<file path="config.mk">
export PLATFORM = sky130hd
export DESIGN_NAME = ultrasonic_scanner
export DESIGN_NICKNAME = d
export VERILOG_FILES = /design/src/rtl/ultrasonic_scanner.sv
export SDC_FILE = /design/constraint.sdc
export NUM_CORES = 1
export LEC_CHECK = 0
export ABC_CLOCK_PERIOD_IN_PS = 4800
export CELL_PAD_IN_SITES_DETAIL_PLACEMENT = 0
export CELL_PAD_IN_SITES_GLOBAL_PLACEMENT = 1
export CORE_ASPECT_RATIO = 1.25
export CORE_MARGIN = 5
export CORE_UTILIZATION = 39
export DETAILED_ROUTE_END_ITERATION = 8
export GPL_TIMING_DRIVEN = 0
export HOLD_SLACK_MARGIN = 0.06
export PLACE_DENSITY = 0.64
export SYNTH_ARGS = -nofsm -noshare
export SYNTH_HDL_FRONTEND = slang
export SYNTH_SLANG_ARGS = --single-unit
</file>
<file path="constraint.sdc">
create_clock -name clk -period 4.8 [get_ports clk]
set_clock_uncertainty 0.1 [all_clocks]
set_input_delay 0.96 -clock clk [delete_from_list [all_inputs] [get_ports clk]]
set_output_delay 0.96 -clock clk [all_outputs]
set_load 0.005 [all_outputs]
</file>
<file path="src/rtl/ultrasonic_scanner.sv">
// Multi-channel ultrasonic ranger scanner: round-robins trigger/echo measurement
// over the enabled channels and keeps one result and timeout flag per channel.
module ultrasonic_scanner #(
   parameter int N_CH        = 4,
   parameter int VAL_W       = 16,
   parameter int TRIG_CYCLES = 1200,
   parameter int SLOT_CYCLES = 25_000_000,
   parameter int TICK_CYCLES = 50,
   localparam int SEL_W      = (N_CH > 1) ? $clog2(N_CH) : 1
) (
   input  logic             clk,
   input  logic             rst_n,
   input  logic             enable,
   input  logic [N_CH-1:0]  ch_mask,
   input  logic [N_CH-1:0]  echo,
   output logic [N_CH-1:0]  trig,
   input  logic [SEL_W-1:0] rd_sel,
   output logic [VAL_W-1:0] rd_value,
   output logic             rd_timeout,
   output logic             done_stb,
   output logic [SEL_W-1:0] done_ch,
   output logic             busy
);

   localparam int SLOT_W = $clog2(SLOT_CYCLES);
   localparam int TRIG_W = (TRIG_CYCLES > 1) ? $clog2(TRIG_CYCLES) : 1;
   localparam int TICK_W = (TICK_CYCLES > 1) ? $clog2(TICK_CYCLES) : 1;

   localparam logic [SLOT_W-1:0] SLOT_LAST = SLOT_W'(SLOT_CYCLES - 1);
   localparam logic [TRIG_W-1:0] TRIG_LAST = TRIG_W'(TRIG_CYCLES - 1);
   localparam logic [TICK_W-1:0] TICK_LAST = TICK_W'(TICK_CYCLES - 1);
   localparam logic [VAL_W-1:0]  VAL_SAT   = {{(VAL_W-1){1'b1}}, 1'b0};

   typedef enum logic [2:0] {
      S_IDLE,
      S_TRIG,
      S_WAIT_RISE,
      S_MEASURE,
      S_HOLDOFF
   } state_t;

   state_t             r_state;
   logic [SEL_W-1:0]   r_cur;
   logic [SLOT_W-1:0]  r_slotCnt;
   logic [TRIG_W-1:0]  r_trigCnt;
   logic [TICK_W-1:0]  r_tickCnt;
   logic [VAL_W-1:0]   r_resCnt;
   logic [N_CH-1:0]    r_trig;
   logic               r_doneStb;
   logic [SEL_W-1:0]   r_doneCh;
   logic [N_CH-1:0]    r_echoMeta;
   logic [N_CH-1:0]    r_echoSync;
   logic [N_CH-1:0]    r_echoDly;
   logic [VAL_W-1:0]   r_value [N_CH];
   logic [N_CH-1:0]    r_timeout;

   logic               w_echoNow;
   logic               w_echoPrev;
   logic               w_rise;
   logic               w_fall;
   logic               w_slotEnd;
   logic               w_anyCh;
   logic [SEL_W-1:0]   w_firstCh;
   logic [SEL_W-1:0]   w_nextCh;
   logic               w_slotAdvance;
   logic               w_wrEn;
   logic [VAL_W-1:0]   w_wrVal;
   logic               w_wrTo;

   // First set bit of mask strictly above cur, wrapping around through index 0.
   function automatic logic [SEL_W-1:0] nextSetCh(input logic [N_CH-1:0] mask,
                                                  input logic [SEL_W-1:0] cur);
      logic [SEL_W-1:0] res;
      logic             found;
      int               idx;
      res   = '0;
      found = 1'b0;
      for (int i = 1; i <= N_CH; i++) begin
         idx = int'(cur) + i;
         if (idx >= N_CH) idx = idx - N_CH;
         if (!found && mask[idx[SEL_W-1:0]]) begin
            res   = idx[SEL_W-1:0];
            found = 1'b1;
         end
      end
      return res;
   endfunction

   function automatic logic [N_CH-1:0] oneHot(input logic [SEL_W-1:0] idx);
      logic [N_CH-1:0] v;
      v      = '0;
      v[idx] = 1'b1;
      return v;
   endfunction

   assign w_echoNow     = r_echoSync[r_cur];
   assign w_echoPrev    = r_echoDly[r_cur];
   assign w_rise        = w_echoNow & ~w_echoPrev;
   assign w_fall        = ~w_echoNow & w_echoPrev;
   assign w_slotEnd     = (r_slotCnt == SLOT_LAST);
   assign w_anyCh       = |ch_mask;
   assign w_firstCh     = nextSetCh(ch_mask, SEL_W'(N_CH - 1));
   assign w_nextCh      = nextSetCh(ch_mask, r_cur);
   assign w_slotAdvance = enable && w_slotEnd &&
                          (r_state == S_WAIT_RISE || r_state == S_MEASURE || r_state == S_HOLDOFF);

   always_ff @(posedge clk or negedge rst_n) begin
      if (!rst_n) begin
         r_echoMeta <= '0;
         r_echoSync <= '0;
         r_echoDly  <= '0;
      end else begin
         r_echoMeta <= echo;
         r_echoSync <= r_echoMeta;
         r_echoDly  <= r_echoSync;
      end
   end

   // A falling edge coinciding with slot end keeps the measured value; otherwise
   // reaching slot end while still waiting or measuring is a timeout.
   always_comb begin
      w_wrEn  = 1'b0;
      w_wrVal = r_resCnt;
      w_wrTo  = 1'b0;
      if (enable) begin
         case (r_state)
            S_WAIT_RISE: begin
               if (w_slotEnd) begin
                  w_wrEn  = 1'b1;
                  w_wrVal = '1;
                  w_wrTo  = 1'b1;
               end
            end
            S_MEASURE: begin
               if (w_fall) begin
                  w_wrEn = 1'b1;
               end else if (w_slotEnd) begin
                  w_wrEn  = 1'b1;
                  w_wrVal = '1;
                  w_wrTo  = 1'b1;
               end
            end
            default: ;
         endcase
      end
   end

   // Slot end always hands over to the next channel in the same cycle, so
   // consecutive triggers stay exactly one slot apart whatever state we were in.
   always_ff @(posedge clk or negedge rst_n) begin
      if (!rst_n) begin
         r_state   <= S_IDLE;
         r_cur     <= '0;
         r_slotCnt <= '0;
         r_trigCnt <= '0;
         r_tickCnt <= '0;
         r_resCnt  <= '0;
         r_trig    <= '0;
         r_doneStb <= 1'b0;
         r_doneCh  <= '0;
      end else begin
         r_doneStb <= w_wrEn;
         if (w_wrEn) r_doneCh <= r_cur;
         if (r_state != S_IDLE) r_slotCnt <= r_slotCnt + 1'b1;

         if (!enable) begin
            r_state <= S_IDLE;
            r_trig  <= '0;
         end else if (w_slotAdvance) begin
            if (w_anyCh) begin
               r_cur     <= w_nextCh;
               r_state   <= S_TRIG;
               r_trig    <= oneHot(w_nextCh);
               r_slotCnt <= '0;
               r_trigCnt <= '0;
            end else begin
               r_state <= S_IDLE;
            end
         end else begin
            case (r_state)
               S_IDLE: begin
                  if (w_anyCh) begin
                     r_cur     <= w_firstCh;
                     r_state   <= S_TRIG;
                     r_trig    <= oneHot(w_firstCh);
                     r_slotCnt <= '0;
                     r_trigCnt <= '0;
                  end
               end
               S_TRIG: begin
                  r_trigCnt <= r_trigCnt + 1'b1;
                  if (r_trigCnt == TRIG_LAST) begin
                     r_trig  <= '0;
                     r_state <= S_WAIT_RISE;
                  end
               end
               S_WAIT_RISE: begin
                  if (w_rise) begin
                     r_tickCnt <= '0;
                     r_resCnt  <= '0;
                     r_state   <= S_MEASURE;
                  end
               end
               S_MEASURE: begin
                  if (w_fall) begin
                     r_state <= S_HOLDOFF;
                  end else if (r_tickCnt == TICK_LAST) begin
                     r_tickCnt <= '0;
                     if (r_resCnt != VAL_SAT) r_resCnt <= r_resCnt + 1'b1;
                  end else begin
                     r_tickCnt <= r_tickCnt + 1'b1;
                  end
               end
               default: ;
            endcase
         end
      end
   end

   always_ff @(posedge clk or negedge rst_n) begin
      if (!rst_n) begin
         for (int i = 0; i < N_CH; i++) r_value[i] <= '0;
         r_timeout <= '0;
      end else if (w_wrEn) begin
         r_value[r_cur]   <= w_wrVal;
         r_timeout[r_cur] <= w_wrTo;
      end
   end

   // Selects beyond the last channel read as zero when N_CH is not a power of two.
   generate
      if (N_CH == (1 << SEL_W)) begin : g_fullSel
         assign rd_value   = r_value[rd_sel];
         assign rd_timeout = r_timeout[rd_sel];
      end else begin : g_partSel
         assign rd_value   = (int'(rd_sel) < N_CH) ? r_value[rd_sel] : '0;
         assign rd_timeout = (int'(rd_sel) < N_CH) ? r_timeout[rd_sel] : 1'b0;
      end
   endgenerate

   assign trig     = r_trig;
   assign done_stb = r_doneStb;
   assign done_ch  = r_doneCh;
   assign busy     = (r_state != S_IDLE);

endmodule

</file>
==> flow_results.org <==
** Worst setup path
- Worst-path maximum fanout :: 10
- Reg-to-reg startpoint :: r_cur[0]
- Category of the critical setup timing path :: in -> out
- STA classifies the critical path startpoint as an input pin.
- On the critical path, the stage with the largest delay is an instance of buf_1.
- Counting cells, the worst reg-to-reg path comes to 8.
- Grouping stages by cell kind, the critical path spends the most delay in buffers and inverters.
- Number of buffers and inverters on the critical path :: 3
- The endpoint identified for the worst register-to-register timing path is r_value[61].
- List of cells traversed by the critical path :: clkbuf_1 > buf_1 > mux4_2 > clkdlybuf4s50_1
- Reg-to-reg setup timing slack :: 1760 ps
- Data required time at the worst endpoint :: 3740 ps
- At the worst endpoint, the arrival time is 3290 ps.
- Critical Path Max Stage Delay :: 730 ps
- Kind of end point of the critical path :: output port

** Yosys
- Combinational family with the most area after synthesis :: simple AND/OR/NAND/NOR gates
- After synthesis, the mean cell area works out to 9.97 µm².
- Mux share of post-synthesis cell area :: 0.0664
- Share of the synthesized netlist area taken by xor and xnor gates :: 0.0324
- Cell accounting for the most synthesized area :: dfrtp_1
- In this run, synthesis produced a sequential element count of 150.
- By count the netlist is led by 150 x dfrtp_1, 111 x nand2_1, 86 x o21ai_0.
- By area the synthesized netlist is led by dfrtp_1 50%, o21ai_0 5.7%, nand2_1 5.5%.
- Yosys printed 0 warnings.
- Compound-Gate Fraction of Synth Area :: 0.120
- Of the total synthesized cell area, the portion taken by full adders, half adders and majority gates is 0.0165.
- Cell count after synthesis :: 760
- The number of different library cells used by synthesis comes to 76.
- Counting flops with an async set or reset pin after synthesis yields a share of 1.00.
- Syn Std Cell Area :: 7580 µm²
- Simple logic cell fraction of the synthesized area :: 0.235
- Post-synth net total :: 783
- Register area share after synthesis :: 0.495
- Most repeated cell in the gate-level netlist after synthesis :: dfrtp_1
- Primary FF master, synth :: dfrtp_1
- Number of enable flip-flop cells after synthesis :: 0
- Area share of the largest cell type after synthesis :: 0.495

** Layout
- Of the cells placed in the final design, the portion with a size suffix greater than 1 is 0.117.
- Area Overhead vs Synth :: 15.9%
- Layout Nets :: 836
- Fillcell total :: 1855
- Antenna diodes :: 0
- At the end of the flow the core is filled with cells to 0.456.

** Route
- In the routed design, unresolved DRC markers number 0.
- Via-to-Cell Ratio :: 5.59
- The final layout contains routed wiring with a total length of 18.9 mm.
- In the final routing, the length of wire on met1 measures 8.28 mm.
- Met2 layer wire length in the routed design :: 9.64 mm
- Antenna viol nets, final :: 0
- Drt first-iter violations :: 374
- First-pass detailed-route iteration total :: 4
- DR WL met3 :: 711 µm
- The highest layer touched by signal routing is met4.
- In the final routed layout, each cell accounts on average for 17.8 µm.
- The final route contains 5939 vias.

** Timing
- Transition time at the pin with the least slew margin :: 886 ps
- Setup repair after global routing left no endpoint under its margin.
- Counting I/O delays and the setup requirement, the final critical path takes 4350 ps.
- Sum of negative setup slack :: 0 ps
- Slew headroom :: 0.404
- In the finished design, the share of the clock period the worst path needs comes to 0.905.
- After layout, the worst setup slack is 455 ps.
- The number of max-slew violations in the final report was 0.
- For this run, the top clock speed supported by timing is 0.230 GHz.
- Setup violations remaining at the end of the flow were counted as 0.
- The number of hold violations in the final report was 0.

** Floorplanning
- Top Ports :: 38
- Placeable Area :: 19300 µm²
- The initial utilization of the core area, before any placement, comes to 0.394.
- The die is 135 µm wide.
- After floorplanning, the core was divided into 57 placement rows.
- The die covers 22300 µm².
- Die extent in y :: 166 µm

** GRT
- Entering global routing, the biggest net connects 103 pins.
- Aggregate global routing overflow :: 0
- Via count of the first global-routing pass :: 5986
- Number of antenna violations at the first check in global routing :: 0
- Global routing usage summed across all routing layers :: 0.176
- The first global-routing pass estimated 31.5 mm of wire.

** Hold path
- Terminating pin of the worst hold path :: r_echoSync[1]
- In this run the worst hold path is classified as reg -> reg.
- Hold_sp :: r_echoMeta[1]
- Along the worst hold path, the cell count comes to 0.

** Clock network
- Cell chosen for the clock root :: clkbuf_16
- Maximum level of the CTS H-tree :: 4
- The clock reaches the later pin of the worst-skew pair after 420 ps.
- Clock tree from TritonCTS :: built
- Setup bufs post-CTS :: 0
- Cts hold-fix bufs :: 0
- Clock-pin slew was measured on the worst setup and hold paths at 60 ps.
- Counting the buffers created by CTS gives 17.
- CTS-repair resized insts :: 0
- TritonCTS sink count :: 150
- Number of buffers on the longest clock path :: 2

** Power and ir drop
- The analysis attributes to cell leakage a power of 3.68 nW.
- Post-layout total power :: 2.80 mW
- Power Dens Cells :: 319 nW/µm²
- Of the total power, the clock network draws 0.445.
- Sequential share of power :: 0.466
- Of the total power, combinational logic draws 0.089.
- Sw Ratio :: 0.270
- Internal cell power :: 2.05 mW
- Net Switching :: 0.757 mW
- Maximum resistive drop on vdd :: 0.000243 V

** Place
- After legalization and detailed placement, the total HPWL measured 13.3 mm.
- GP Congestion :: 0.819
- Input and output buffers added on the ports amount to 33.
- Post-placement worst setup slack :: 361 ps

** Job
- Max-cap violations in this run came to 0.

** Outcome
- The flow ran to the end, and the final reports show no timing, DRC or antenna violations.
## metal layers
metal  vias to the layer above  global-route usage
li1                       2845                   -
met1                      2952               0.226
met2                       120               0.298
met3                        22              0.0370
met4                         0              0.0509
met5                         -                   0
## worst register-to-register path, delay by kind of cell, from the launching register on
kind                   cells  cell delay (ps)
AO/OA/AOI/OAI              3              670
buffers and inverters      2              570
flip-flops                 1              400
AND/OR/NAND/NOR            3             1170
## cell type report
cell class / count / area [µm²] / share of cell area
Multi-Input combinational cell: 554 / 3560 / 0.406
Clock buffer: 17 / 425 / 0.0485
Inverter: 13 / 48.8 / 0.00556
Tap cell: 236 / 295 / 0.0336
Clock inverter: 15 / 121 / 0.0138
Buffer: 43 / 211 / 0.0241
Timing Repair Buffer: 34 / 359 / 0.0409
Sequential cell: 150 / 3750 / 0.428
## power by group through the flow
stage | logic (mW) | registers, mW | clock network [mW]
floorplan | 0.159 | 1.32 | 0
global placement | 0.246 | 1.33 | 0
detailed placement | 0.253 | 1.33 | 0
CTS | 0.255 | 1.31 | 1.28
global route | 0.283 | 1.31 | 1.34
finish | 0.250 | 1.31 | 1.25
## metrics by stage
stage	instance area [µm²]	hold slack, ps	instances
floorplan	7580	231	760
global placement	8200	237	1029
detailed placement	8230	240	1030
CTS	8780	255	1062
global route	8780	260	1062
finish	8780	253	1062
## cell usage in the layout (no fill, tap or decap), drive strengths merged, types with 8 or more instances in the layout
| master | count |
|---|---|
| xor2 | 14 |
| buf | 22 |
| nor3 | 15 |
| o21ai | 91 |
| clkbuf | 40 |
| clkdlybuf4s50 | 32 |
| mux2 | 8 |
| or4 | 8 |
| dfrtp | 150 |
| a21oi | 15 |
| ha | 10 |
| nand3 | 29 |
| xnor2 | 14 |
| mux4 | 17 |
| nand4 | 22 |
| nor2 | 70 |
| and3 | 11 |
| inv | 19 |
| nor4 | 13 |
| nand2 | 111 |
## logic make-up (layout without fill, tap and decap cells)
kind of cell,after synthesis,count (layout)
buf+inv,56,122
flops,150,150
xor+xnor,28,28
fa+ha+maj,10,10
compound gates,151,151
simple gates,337,337
mux,28,28
## flip-flops by register name, summed over array words and instances (netlist names)
| register | count |
|---|---|
| r_value | 64 |
| r_slotCnt | 25 |
| r_resCnt | 16 |
| r_trigCnt | 11 |
| r_tickCnt | 6 |
| r_echoDly | 4 |
| r_echoMeta | 4 |
| r_echoSync | 4 |
| r_timeout | 4 |
| trig | 4 |
| r_state | 3 |
| done_ch | 2 |
| r_cur | 2 |
| done_stb | 1 |
## how the worst max path moves through the flow
stage	from	end	slack, ps	cells after the start
after detailed placement	rd_sel[0]	rd_value[10]	360	4
after CTS	rd_sel[0]	rd_value[10]	360	4
after floorplan	rd_sel[0]	rd_value[10]	1230	3
after global routing	rd_sel[0]	rd_value[9]	170	4
after global placement	rst_n	r_slotCnt[3]	-3420	1
final	rd_sel[0]	rd_value[10]	450	4
No activity file was read; power rests on OpenSTA's default activity.
